===== config.mk =====
export PLATFORM = sky130hd
export DESIGN_NAME = lancer_de
export DESIGN_NICKNAME = d
export VERILOG_FILES = /design/src/rtl/lancer_de.sv
export SDC_FILE = /design/constraint.sdc
export NUM_CORES = 1
export LEC_CHECK = 0
export BUFFER_PORTS_ARGS = -buffer_cell sky130_fd_sc_hd__clkbuf_2
export CAP_MARGIN = 25
export CORE_MARGIN = 5
export CORE_UTILIZATION = 60
export CTS_CLUSTER_SIZE = 28
export DETAILED_ROUTE_END_ITERATION = 8
export PLACE_DENSITY = 0.79
export SETUP_SLACK_MARGIN = 0.15
export SLEW_MARGIN = 10
export SYNTH_ARGS = -nofsm -noshare
export SYNTH_HDL_FRONTEND = slang
export SYNTH_SLANG_ARGS = --single-unit

===== constraint.sdc =====
create_clock -name clk -period 3.5 [get_ports clk]
set_input_delay 0.175 -clock clk [delete_from_list [all_inputs] [get_ports clk]]
set_output_delay 0.175 -clock clk [all_outputs]
set_load 0.05 [all_outputs]

===== src/rtl/lancer_de.sv =====
// Die-roll engine: cycles a pseudo-random value in [min_de, max_de] while the
// roll button is held, then decelerates over NB_FREIN steps and settles.
module lancer_de #(
    parameter int DIV_ROULE = 256,
    parameter int NB_FREIN  = 5
) (
    input  logic       clk,
    input  logic       reset,
    input  logic       lancer,
    input  logic [6:0] min_de,
    input  logic [6:0] max_de,
    output logic [6:0] resultat,
    output logic       maj,
    output logic       en_cours,
    output logic       valide
);

    localparam int TW = $clog2((DIV_ROULE << NB_FREIN) + 1);
    localparam int EW = $clog2(NB_FREIN + 1);

    typedef enum logic [1:0] {ATTENTE, ROULE, FREIN, CALCUL} etat_t;

    etat_t          etat_q, etat_d;
    logic [2:0]     sync_q, sync_d;
    logic [15:0]    lfsr_q, lfsr_d;
    logic [TW-1:0]  tdiv_q, tdiv_d;
    logic [EW-1:0]  etape_q, etape_d;
    logic [6:0]     brut_q, brut_d;
    logic           ret_frein_q, ret_frein_d;
    logic [6:0]     min_q, min_d;
    logic [7:0]     span_q, span_d;
    logic [6:0]     resultat_q, resultat_d;
    logic           maj_q, maj_d;
    logic           en_cours_q, en_cours_d;
    logic           valide_q, valide_d;

    logic           lancer_s, lancer_d;
    logic [TW-1:0]  periode;

    // sync_q[0..1] is the two-flop synchronizer, sync_q[2] the delayed copy for edge detect
    assign lancer_s = sync_q[1];
    assign lancer_d = sync_q[2];
    assign periode  = TW'(DIV_ROULE) << etape_q;

    always_comb begin
        // NOTE: every combinational output gets a default first so no path can infer a latch.
        etat_d      = etat_q;
        sync_d      = {sync_q[1:0], lancer};
        lfsr_d      = lfsr_q[0] ? ((lfsr_q >> 1) ^ 16'hB400) : (lfsr_q >> 1);
        tdiv_d      = tdiv_q;
        etape_d     = etape_q;
        brut_d      = brut_q;
        ret_frein_d = ret_frein_q;
        min_d       = min_q;
        span_d      = span_q;
        resultat_d  = resultat_q;
        maj_d       = 1'b0;
        en_cours_d  = en_cours_q;
        valide_d    = valide_q;

        case (etat_q)
            ATTENTE: begin
                if (lancer_s && !lancer_d) begin
                    min_d      = min_de;
                    span_d     = (max_de >= min_de) ? ({1'b0, max_de} - {1'b0, min_de} + 8'd1) : 8'd1;
                    en_cours_d = 1'b1;
                    valide_d   = 1'b0;
                    tdiv_d     = '0;
                    etat_d     = ROULE;
                end
            end
            ROULE: begin
                if (!lancer_s) begin
                    etape_d = EW'(1);
                    tdiv_d  = '0;
                    etat_d  = FREIN;
                end else if (tdiv_q == TW'(DIV_ROULE - 1)) begin
                    brut_d      = lfsr_q[6:0];
                    ret_frein_d = 1'b0;
                    etat_d      = CALCUL;
                end else begin
                    tdiv_d = tdiv_q + TW'(1);
                end
            end
            FREIN: begin
                if (tdiv_q == periode - TW'(1)) begin
                    brut_d      = lfsr_q[6:0];
                    ret_frein_d = 1'b1;
                    etat_d      = CALCUL;
                end else begin
                    tdiv_d = tdiv_q + TW'(1);
                end
            end
            CALCUL: begin
                // Modulo by repeated subtraction; brut < 128 bounds this to 128 cycles
                if ({1'b0, brut_q} >= span_q) begin
                    brut_d = brut_q - span_q[6:0];
                end else begin
                    resultat_d = min_q + brut_q;
                    maj_d      = 1'b1;
                    tdiv_d     = '0;
                    if (!ret_frein_q) begin
                        etat_d = ROULE;
                    end else if (etape_q < EW'(NB_FREIN)) begin
                        etape_d = etape_q + EW'(1);
                        etat_d  = FREIN;
                    end else begin
                        en_cours_d = 1'b0;
                        valide_d   = 1'b1;
                        etat_d     = ATTENTE;
                    end
                end
            end
            default: etat_d = ATTENTE;
        endcase
    end

    // NOTE: sequential state uses non-blocking assignments only, so every flop samples pre-edge values.
    always_ff @(posedge clk or posedge reset) begin
        if (reset) begin
            etat_q      <= ATTENTE;
            sync_q      <= '0;
            lfsr_q      <= 16'hACE1;
            tdiv_q      <= '0;
            etape_q     <= '0;
            brut_q      <= '0;
            ret_frein_q <= 1'b0;
            min_q       <= '0;
            span_q      <= 8'd1;
            resultat_q  <= '0;
            maj_q       <= 1'b0;
            en_cours_q  <= 1'b0;
            valide_q    <= 1'b0;
        end else begin
            etat_q      <= etat_d;
            sync_q      <= sync_d;
            lfsr_q      <= lfsr_d;
            tdiv_q      <= tdiv_d;
            etape_q     <= etape_d;
            brut_q      <= brut_d;
            ret_frein_q <= ret_frein_d;
            min_q       <= min_d;
            span_q      <= span_d;
            resultat_q  <= resultat_d;
            maj_q       <= maj_d;
            en_cours_q  <= en_cours_d;
            valide_q    <= valide_d;
        end
    end

    assign resultat = resultat_q;
    assign maj      = maj_q;
    assign en_cours = en_cours_q;
    assign valide   = valide_q;

endmodule


==> results of run 1 <==
==> layout by cell type (no fill, tap or decap), types with 6 or more instances in the layout <==
| cell | instances |
|---|---|
| nor2_1 | 17 |
| dfrtp_1 | 62 |
| nand3_1 | 7 |
| xor2_1 | 13 |
| inv_1 | 36 |
| a21o_1 | 8 |
| clkbuf_2 | 26 |
| dfstp_2 | 9 |
| mux2_2 | 7 |
| a21oi_1 | 25 |
| a22o_1 | 8 |
| nand2b_1 | 11 |
| o31ai_1 | 7 |
| ha_1 | 40 |
| a31oi_1 | 6 |
| clkbuf_8 | 11 |
| nor3_1 | 7 |
| nor2b_1 | 7 |
| xnor2_1 | 13 |
| nand2_1 | 43 |
| o21ai_0 | 35 |
==> worst max-delay path: cells and delay by family (launching register included) <==
family                   cells  cell delay, ps
multiplexers                 1             280
flip-flops                   1             430
AND/OR/NAND/NOR              4             900
buffers and inverters        1              80
adder cells (fa/ha/maj)      2             450
AO/OA/AOI/OAI                2             560
XOR/XNOR                     1             210
==> final cells by class <==
cell class	instances	area, µm²	area share [%]
inverter	37	139	2.98
sequential	71	1790	38.4
clock inverter	2	16.3	0.349
multi-input combinational	308	2220	47.7
tap	96	120	2.58
timing repair buffer	34	208	4.46
clock buffer	14	163	3.49
==> registers in the layout, indices dropped and copies added, names as in the netlist <==
| register | count |
|---|---|
| brut_q | 7 |
| span_q | 8 |
| resultat | 7 |
| sync_q | 3 |
| etat_q | 2 |
| min_q | 7 |
| tdiv_q | 14 |
| maj | 1 |
| en_cours | 1 |
| valide | 1 |
| ret_frein_q | 1 |
| etape_q | 3 |
| lfsr_q | 16 |
==> power by group through the flow <==
stage | sequential [W] | clock (W) | combinational, W
floorplan | 0.00127 | 0 | 0.00136
global placement | 0.00116 | 0 | 0.00182
detailed placement | 0.00117 | 0 | 0.00189
CTS | 0.00116 | 0.000606 | 0.00191
global route | 0.00119 | 0.000654 | 0.00215
finish | 0.00116 | 0.000592 | 0.00190
==> timing repair <==
action | CTS | global route
hold buffers | 2 | 0
setup buffers | 0 | 0
endpoints found under the hold margin | 25 | 0
==> kinds of logic after synthesis <==
| group | share of synthesized area, % |
|---|---|
| simple gates | 13.0 |
| compound gates | 16.5 |
| flops | 42.5 |
| buf+inv | 4.64 |
| fa+ha+maj | 14.3 |
| xor+xnor | 5.42 |
| mux | 3.63 |
==> routing by layer <==
layer | part of all wire [%] | track usage, % | vias up
li1 | - | - | 1558
met1 | 46 | 28.2 | 1481
met2 | 48 | 33.5 | 67
met3 | 4.3 | 5.69 | 11
met4 | 1.5 | 6.86 | 0
met5 | 0 | 0 | -
==> how the worst min path moves through the flow <==
stage / from / to / slack (ps) / depth (start not counted)
3_3_place_gp: lancer / sync_q[0]$_DFF_PP0_ / 280 / 1
5_1_grt: min_de[3] / min_q[3]$_DFFE_PP0P_ / 80 / 3
3_5_place_dp: reset / lfsr_q[12]$_DFF_PP0_ / 260 / 2
2_1_floorplan: lancer / sync_q[0]$_DFF_PP0_ / 210 / 0
4_1_cts: min_de[3] / min_q[3]$_DFFE_PP0P_ / 80 / 3
6_report: min_de[3] / min_q[3]$_DFFE_PP0P_ / 100 / 3
==> metrics by stage <==
stage | instances | hold WS (ps) | util, % | power, W | cell area, µm²
after floorplan | 430 | 206 | - | 0.00263 | 4210
after global placement | 543 | 284 | 65.3 | 0.00298 | 4440
after detailed placement | 544 | 261 | 65.6 | 0.00306 | 4460
after CTS | 562 | 81.2 | 68.5 | 0.00367 | 4660
after global routing | 562 | 84.7 | 68.5 | 0.00399 | 4660
final | 562 | 95.3 | 68.5 | 0.00365 | 4660
==> results.py, run 1 <==
metrics = {
    "outcome": {
        "status": "finished, final reports clean",
    },
    "setup_path": {
        "path_cells": "inv_1, ha_1, nand2b_1, ha_1, nor2b_1, mux2i_1, xor2_1, nand4b_1, o211ai_1, or2_1, o41ai_1",
        "crit_path_start": "etape_q[0]$_DFFE_PP0P_",
        "crit_fanout": 12,
        "r2r_end": "tdiv_q[12]$_DFFE_PP0P_",
        "cp.required_ps": 3730,
        "rr_startpoint": "etape_q[0]$_DFFE_PP0P_",
        "max_stage_delay_ps": 440,
        "cp-end-kind": "flop",
        "cp_common_cell": "ha_1",
        "rr_worst_depth": 11,
        "start_kind": "flop",
        "critPathKind": "flop to flop",
        "worstSetupEndpoint": "tdiv_q[12]$_DFFE_PP0P_",
        "worstPathArrival_ps": 3260,
        "r2r_slack_ps": 470,
        "slowest_stage": "o41ai_1",
    },
    "yosys": {
        "synth-seq-cells": 71,
        "synthTopCellsByArea": "dfrtp_1 37%, ha_1 12%, dfstp_2 5.6%",
        "ys_types": 49,
        "synth_cells": 430,
        "synth_top_area_cell": "dfrtp_1",
        "yosysMostFrequentCell": "dfrtp_1",
        "syn_nets": 492,
        "synth_edf_count": 0,
        "synth-warning-count": 0,
        "yosys_most_used_dff": "dfrtp_1",
        "yosysSeqAreaShare_pct": 42.5,
        "synth_area_mm2": 0.00421,
        "synth_top_area_share_pct": 36.9,
        "synth-async-reset-ratio_pct": 100,
        "synth.avg_cell_area_um2": 9.78,
        "yosys-top-cells-count": "62 x dfrtp_1, 43 x nand2_1, 40 x ha_1, 37 x inv_1, 35 x o21ai_0",
    },
    "finish": {
        "nets": 523,
        "n_fill_cell": 542,
        "drive_above_1_share_pct": 14.2,
        "antenna_cells": 0,
        "area_growth_pct": 10.7,
    },
    "pwr": {
        "peakVddDrop_v": 0.000390,
        "power_switching_w": 0.00158,
        "sw_frac_of_total_pct": 43.2,
        "pwr-share-clk_pct": 16.2,
        "p_int_w": 0.00207,
        "p_seq_share_pct": 31.7,
        "power_density_mw_per_mm2": 784,
        "combPwrFrac_pct": 52.0,
        "p_leak_nw": 2.25,
    },
    "floorplanning": {
        "coreArea_mm2": 0.00679,
        "fp.dieArea_mm2": 0.00878,
        "rows": 30,
        "dieHeight_um": 93.7,
        "start_util_pct": 61.9,
        "num_io_pins": 27,
        "die_w_um": 93.7,
    },
    "global_route": {
        "grt_max_degree": 28,
        "track_usage_pct": 21.1,
        "overflow": 0,
        "grt_pass1_vias": 3188,
        "grt_pass1_wl_mm": 14.6,
        "antenna_found_initial": 0,
    },
    "cts": {
        "cts_buffers": 9,
        "clkSlewWorstSetupHoldPaths_ps": 80,
        "cts.sinks": 71,
        "htreeDepth": 3,
        "clk_latency_ps": 350,
        "post_cts_resized": 0,
        "cts-root-buf": "clkbuf_8",
        "cts_tree": "done",
        "clock_path_buffers": 2,
    },
    "timing": {
        "rsz0062_at_grt": "false",
        "fin_crit_ps": 3030,
        "slew_viol_final": 0,
        "hold_violations": 0,
        "fmax_mhz": 330,
        "setup_viol_count_final": 0,
        "post-route-period-util_pct": 86.6,
        "tns_ps": 0,
        "layout_setup_ws_ps": 470,
        "worst_pin_slew_ps": 586,
        "relSlewSlack_pct": 60.9,
        "skew_ps": 12.9,
    },
    "drt": {
        "drt_wl_total_mm": 8.16,
        "first_pass_iters": 4,
        "vias_per_cell": 5.55,
        "vias": 3117,
        "wl_per_cell_um": 14.5,
        "dr.first_iter.drc_count": 149,
        "drc": 0,
        "ant_nets": 0,
    },
    "place": {
        "gp_congestion": 0.878,
        "port_buffers": 26,
        "pre_cts_slack_ps": 484,
        "dpl.hpwl_mm": 6.19,
    },
    "worst_hold_path": {
        "worstHoldPathType": "input port to flop",
    },
    "job": {
        "cap_violations": 0,
    },
}
Power figures use the tool's default switching activity.
==> run 2: changes to the inputs <==
ABC_AREA = 1   (was not set)
SKIP_LAST_GASP = 1   (was not set)
==> run 2 against run 1 <==
First-iteration DRC count is 32% higher. Non-clock buffer count down 1. Final cell count grew 23%. Sequential share of layout area shrank 2.7 points. Sequential cell count unchanged. Die area increased by 7.2%. Count of clock-buffer cells in the layout is 2 lower. Clock power rose by 21%. Synthesized area rose by 8.0%. Worst hold slack got worse by 2.6 ps. Critical endpoint is now brut_q[6]$_DFFE_PP0P_. Highest routed layer unchanged.
==> results.py, run 2 <==
metrics = {
    "timing": {
        "hold_violations": 0,
        "hold_ws_ps": 92.7,
        "setup_viol_count_final": 0,
        "fin_crit_ps": 2400,
        "tns_ps": 0,
        "skew_ps": 16.5,
        "post-route-period-util_pct": 68.6,
        "relSlewSlack_pct": 65.3,
        "rsz0062_at_grt": "false",
        "slew_viol_final": 0,
        "fmax_mhz": 417,
        "layout_setup_ws_ps": 1100,
        "worst_pin_slew_ps": 521,
    },
    "setup_path": {
        "cp.required_ps": 3730,
        "rr_worst_depth": 11,
        "crit_fanout": 8,
        "cp-end-kind": "flop",
        "worstSetupEndpoint": "brut_q[6]$_DFFE_PP0P_",
        "r2r_end": "brut_q[6]$_DFFE_PP0P_",
        "worstPathArrival_ps": 2630,
        "rr_startpoint": "brut_q[0]$_DFFE_PP0P_",
        "start_kind": "flop",
        "crit_path_start": "brut_q[0]$_DFFE_PP0P_",
        "critPathKind": "flop to flop",
        "r2r_slack_ps": 1100,
    },
    "yosys": {
        "synth_top_family_by_area": "simple AND/OR/NAND/NOR gates",
        "ys_types": 41,
        "syn_nets": 617,
        "yosysSeqAreaShare_pct": 39.4,
        "synth-xor-area-share_pct": 4.41,
        "synth_edf_count": 0,
        "synth_area_mm2": 0.00454,
        "yosys_most_used_dff": "dfrtp_1",
        "synth_compound_area_share_pct": 8.65,
        "synth.avg_cell_area_um2": 8.19,
        "synth_cells": 555,
        "yosysMostFrequentCell": "nand2_1",
        "synth_top_area_cell": "dfrtp_1",
        "synth_top_area_share_pct": 34.2,
        "synth-warning-count": 0,
        "synth-seq-cells": 71,
        "yosys.area_share.simple_pct": 27.2,
        "synth_mux_area_share_pct": 0,
        "synthTopCellsByArea": "dfrtp_1 34%, ha_1 11%, nand2_1 11%",
        "synth-async-reset-ratio_pct": 100,
        "yosys-top-cells-count": "132 x nand2_1, 67 x inv_1, 62 x dfrtp_1, 40 x ha_1, 38 x nor2_1",
        "synthAdderAreaFrac_pct": 13.2,
    },
    "job": {
        "cap_violations": 0,
    },
    "pwr": {
        "pwr-share-clk_pct": 18.1,
        "combPwrFrac_pct": 52.3,
        "power_switching_w": 0.00180,
        "peakVddDrop_v": 0.000404,
        "p_leak_nw": 2.56,
        "p_seq_share_pct": 29.6,
        "sw_frac_of_total_pct": 45.7,
        "p_int_w": 0.00214,
        "power_density_mw_per_mm2": 786,
    },
    "global_route": {
        "grtUsageMet2_pct": 35.9,
        "track_usage_pct": 22.0,
        "grt_use_met3_pct": 4.39,
        "overflow": 0,
        "grt_pass1_vias": 3833,
        "antenna_found_initial": 0,
        "top_usage_layer": "met2",
        "grt_max_degree": 50,
        "grt_pass1_wl_mm": 17.2,
        "grt_use_met1_pct": 28.8,
    },
    "drt": {
        "ant_nets": 0,
        "dr.first_iter.drc_count": 197,
        "first_pass_iters": 4,
        "vias_per_cell": 5.47,
        "drt_wl_total_mm": 9.75,
        "vias": 3786,
        "drc": 0,
        "wl_per_cell_um": 14.1,
    },
    "floorplanning": {
        "die_w_um": 97.0,
        "coreArea_mm2": 0.00733,
        "dieHeight_um": 97.0,
        "start_util_pct": 62.0,
        "fp.dieArea_mm2": 0.00941,
        "rows": 31,
        "num_io_pins": 27,
    },
    "finish": {
        "final_common_cell": "nand2_1",
        "regMostFlops": "lfsr_q",
        "n_fill_cell": 579,
        "antenna_cells": 0,
        "top_regs": "lfsr_q (16), tdiv_q (14), span_q (8)",
        "drive_above_1_share_pct": 15.0,
        "largest_register_ffs": 16,
        "area_growth_pct": 10.3,
        "nets": 650,
        "final_cell_mix": "132 x nand2_1, 66 x inv_1, 62 x dfrtp_1",
    },
    "place": {
        "dpl.hpwl_mm": 7.33,
        "gp_congestion": 1.02,
        "port_buffers": 26,
        "pre_cts_slack_ps": 1080,
    },
    "cts": {
        "cts.sinks": 71,
        "clock_path_buffers": 2,
        "cts-root-buf": "clkbuf_8",
        "cts_buffers": 9,
        "htreeDepth": 3,
        "clkSlewWorstSetupHoldPaths_ps": 70,
        "cts_tree": "done",
        "clk_latency_ps": 350,
    },
    "worst_hold_path": {
        "hold_start": "min_de[1]",
        "worstHoldPathType": "input port to flop",
    },
    "outcome": {
        "status": "finished, final reports clean",
    },
}
[run 2: worst min path at each step]
stage,end,slack (ps),cells after the start
final,min_q[1]$_DFFE_PP0P_,90,3
after detailed placement,sync_q[0]$_DFF_PP0_,290,1
after CTS,valide$_DFFE_PP0P_,90,2
after floorplan,sync_q[0]$_DFF_PP0_,210,0
after global routing,min_q[1]$_DFFE_PP0P_,110,3
after global placement,sync_q[0]$_DFF_PP0_,290,1
[run 2: timing repair]
action,4_1_cts,5_1_grt
gates resized for setup,0,0
hold buffers,1,1
buffers inserted,0,0
endpoints found under the hold margin,1,8
[run 2: per-layer routing]
metal  share of wire, %  wire (µm)
met4                1.9        184
met3                4.7        454
met5                  0          0
met1                 44       4270
met2                 50       4840
[run 2: per-stage QoR]
stage | area [µm²] | power (W) | utilization [%] | instances
6_report | 5010 | 0.00394 | 68.4 | 692
5_1_grt | 5010 | 0.00428 | 68.4 | 692
4_1_cts | 4980 | 0.00394 | 68.0 | 690
3_5_place_dp | 4760 | 0.00321 | 64.9 | 673
3_3_place_gp | 4760 | 0.00315 | 64.9 | 673
2_1_floorplan | 4540 | 0.00279 | - | 555
[run 2: cell families (layout without fill, tap and decap cells)]
family          after synthesis  count (layout)
compound gates               71              71
xor+xnor                     22              22
fa+ha+maj                    45              45
buf+inv                      79             117
flops                        71              71
simple gates                267             267
[run 2: layout make-up]
cell class,count,area (µm²),area share [%]
clock buffers,12,145,2.90
clock inverters,4,70.1,1.40
inverters,68,255,5.09
multi-input cells,405,2430,48.5
flip-flops and latches,71,1790,35.7
well taps,99,124,2.47
repair buffers,33,200,3.99
[run 2: power groups by stage]
| stage | Sequential (W) | Combinational (W) | Clock, W |
|---|---|---|---|
| 2_1_floorplan | 0.00132 | 0.00148 | 0 |
| 3_3_place_gp | 0.00117 | 0.00198 | 0 |
| 5_1_grt | 0.00119 | 0.00232 | 0.000769 |
| 3_5_place_dp | 0.00118 | 0.00204 | 0 |
| 4_1_cts | 0.00116 | 0.00205 | 0.000725 |
| 6_report | 0.00116 | 0.00206 | 0.000714 |
[run 2: worst max-delay path, stage by stage, from the launching register on]
cell and delay, ps:
dfrtp_1 380, inv_1 60, ha_1 230, fa_1 410, o21ai_1 270, nand2_1 110, nand3_2 120, nor2_2 90
nor2_2 310, nand2_2 170, nand2_1 100, nand2_1 50
==> run 3: changes to the inputs <==
CORE_UTILIZATION = 56   (was 60)
PLACE_DENSITY = 0.77   (was 0.79)
clock period = 2.1 ns   (was 3.5 ns; I/O delays follow)
==> run 3 against run 2 <==
The flow now finishes with violations (setup timing). Clock skew fell by 5.1 ps. Clock power rose by 61%. Power rose by 99%. Combinational power rose by 130%. Count of clock-buffer cells in the layout did not move. Cell area rose by 11%. Via count rose by 4.1%. Maximum frequency rose by 14%. Sequential power rose by 69%. Register-to-register slack got worse by 1100 ps. Wire length rose by 9.0%. Critical path type unchanged.
==> results.py, run 3 (synthesis gave the netlist of run 2 again) <==
metrics = {
    "drt": {
        "drc": 0,
        "vias_per_cell": 5.41,
        "first_pass_iters": 5,
        "wl_per_cell_um": 14.6,
        "drt_wl_total_mm": 10.6,
        "ant_nets": 0,
        "vias": 3941,
        "dr.first_iter.drc_count": 200,
    },
    "setup_path": {
        "crit_fanout": 8,
        "slowest_stage": "dfrtp_2",
        "critPathKind": "flop to flop",
        "cp_top_family": "simple AND/OR/NAND/NOR gates",
        "rr_worst_depth": 15,
        "worstPathArrival_ps": 2340,
        "start_kind": "flop",
        "path_cells": "inv_2, ha_4, nand2_4, ha_4, inv_2, nand2_2, nand3_1, nand2_1, nor2_1, nand3_2, nor2_4, nand3_4, buf_6, nand4_1, nand2_1",
        "cp.required_ps": 2340,
        "worst-path-buf-inv": 3,
        "cp-end-kind": "flop",
        "max_stage_delay_ps": 440,
        "r2r_end": "tdiv_q[4]$_DFFE_PP0P_",
        "r2r_slack_ps": -0.6,
        "rr_startpoint": "etape_q[0]$_DFFE_PP0P_",
    },
    "global_route": {
        "grt_pass1_wl_mm": 17.7,
        "antenna_found_initial": 0,
        "track_usage_pct": 21.8,
        "grt_pass1_vias": 3858,
        "grt_max_degree": 72,
        "overflow": 0,
    },
    "worst_hold_path": {
        "whs_path_depth": 3,
        "min_to": "min_q[1]$_DFFE_PP0P_",
        "worstHoldPathType": "input port to flop",
        "hold_start": "min_de[1]",
    },
    "pwr": {
        "p_leak_nw": 2.77,
        "power_density_mw_per_mm2": 1410,
        "p_total_w": 0.00783,
        "peakVddDrop_v": 0.000974,
    },
    "place": {
        "port_buffers": 26,
        "dpl.hpwl_mm": 7.39,
        "placed_cell_area_mm2": 0.00499,
        "gp_congestion": 0.910,
    },
    "finish": {
        "final_area_mm2": 0.00556,
        "regMostFlops": "lfsr_q",
        "drive_above_1_share_pct": 25.7,
        "n_fill_cell": 591,
        "antenna_cells": 0,
        "top_regs": "lfsr_q (16), tdiv_q (14), span_q (8)",
        "final_common_cell": "nand2_1",
        "nets": 684,
        "area_growth_pct": 22.4,
        "largest_register_ffs": 16,
        "final_cell_mix": "127 x nand2_1, 60 x inv_1, 60 x dfrtp_1",
    },
    "floorplanning": {
        "num_io_pins": 27,
        "die_w_um": 100,
        "coreArea_mm2": 0.00781,
        "dieHeight_um": 100,
        "start_util_pct": 58.2,
        "rows": 32,
        "fp.dieArea_mm2": 0.0100,
    },
    "timing": {
        "post-route-period-util_pct": 100,
        "layout_setup_ws_ps": -0.574,
        "hold_ws_ps": 4.91,
        "relSlewSlack_pct": 72.3,
        "setup_viol_count_final": 1,
        "worst_pin_slew_ps": 416,
        "hold_violations": 0,
        "fmax_mhz": 476,
        "rsz0062_at_grt": "true",
        "fin_crit_ps": 2100,
        "slew_viol_final": 0,
        "skew_ps": 11.4,
    },
    "outcome": {
        "violations": "setup timing",
        "status": "complete, but fails checks",
    },
    "cts": {
        "htreeDepth": 3,
        "clkSlewWorstSetupHoldPaths_ps": 80,
        "cts.sinks": 71,
        "clock_path_buffers": 2,
        "cts-root-buf": "clkbuf_8",
        "clk_latency_ps": 360,
        "cts_tree": "done",
        "cts_buffers": 9,
    },
    "job": {
        "cap_violations": 0,
    },
}
run 3: how the worst max path moves through the flow:
| stage | depth (start not counted) | startpoint | slack, ps | end |
|---|---|---|---|---|
| after floorplan | 10 | brut_q[5]$_DFFE_PP0P_ | 140 | tdiv_q[11]$_DFFE_PP0P_ |
| after global placement | 13 | min_de[1] | 8 | span_q[7]$_DFFE_PP0P_ |
| after detailed placement | 16 | etape_q[1]$_DFFE_PP0P_ | -70 | brut_q[3]$_DFFE_PP0P_ |
| after CTS | 13 | etape_q[1]$_DFFE_PP0P_ | 50 | brut_q[3]$_DFFE_PP0P_ |
| after global routing | 15 | etape_q[1]$_DFFE_PP0P_ | -160 | tdiv_q[4]$_DFFE_PP0P_ |
| final | 15 | etape_q[0]$_DFFE_PP0P_ | -0.6 | tdiv_q[4]$_DFFE_PP0P_ |
run 3: timing repair:
action,in CTS,in global routing
endpoints found under the setup margin,35,39
hold buffers,2,0
setup buffers,8,4
pin swaps,16,12
gates cloned,3,0
gates resized for setup,24,27
endpoints found under the hold margin,63,0
run 3: where the power goes:
group	internal [W]	switching, W
Sequential	0.00171	0.000254
Clock	0.000618	0.000527
Combinational	0.00192	0.00280
Total	0.00425	0.00358
run 3: layout make-up:
| cell class | instances | area, µm² | area share [%] |
|---|---|---|---|
| clock buffer | 12 | 155 | 2.79 |
| clock inverter | 4 | 52.6 | 0.945 |
| inverter | 68 | 255 | 4.59 |
| multi-input combinational | 407 | 2700 | 48.5 |
| sequential | 71 | 1790 | 32.2 |
| tap | 102 | 128 | 2.30 |
| timing repair buffer | 65 | 484 | 8.71 |
run 3: stage by stage:
step | cells | setup TNS, ps | util [%] | setup WS, ps
after floorplan | 555 | 0 | - | 138
after global placement | 696 | 0 | 63.9 | 7.72
after detailed placement | 696 | -1020 | 63.9 | -73.3
after CTS | 725 | 0 | 69.4 | 47.5
after global routing | 729 | -2700 | 71.2 | -162
final | 729 | -0.574 | 71.2 | -0.574
run 3: per-layer routing:
layer / up-vias / GRT usage (%) / part of all wire, % / routed length [µm]
met1: 1898 / 29.9 / 46 / 4860
met4: 0 / 6.63 / 1.3 / 136
met2: 91 / 35.5 / 49 / 5230
li1: 1938 / - / - / -
met5: - / 0 / 0 / 0
met3: 14 / 4.03 / 3.8 / 406
run 3: tightest hold or removal path: cells and delay by family:
family                 cells  cell delay [ps]
AO/OA/AOI/OAI              1               70
buffers and inverters      1              100
AND/OR/NAND/NOR            1               50
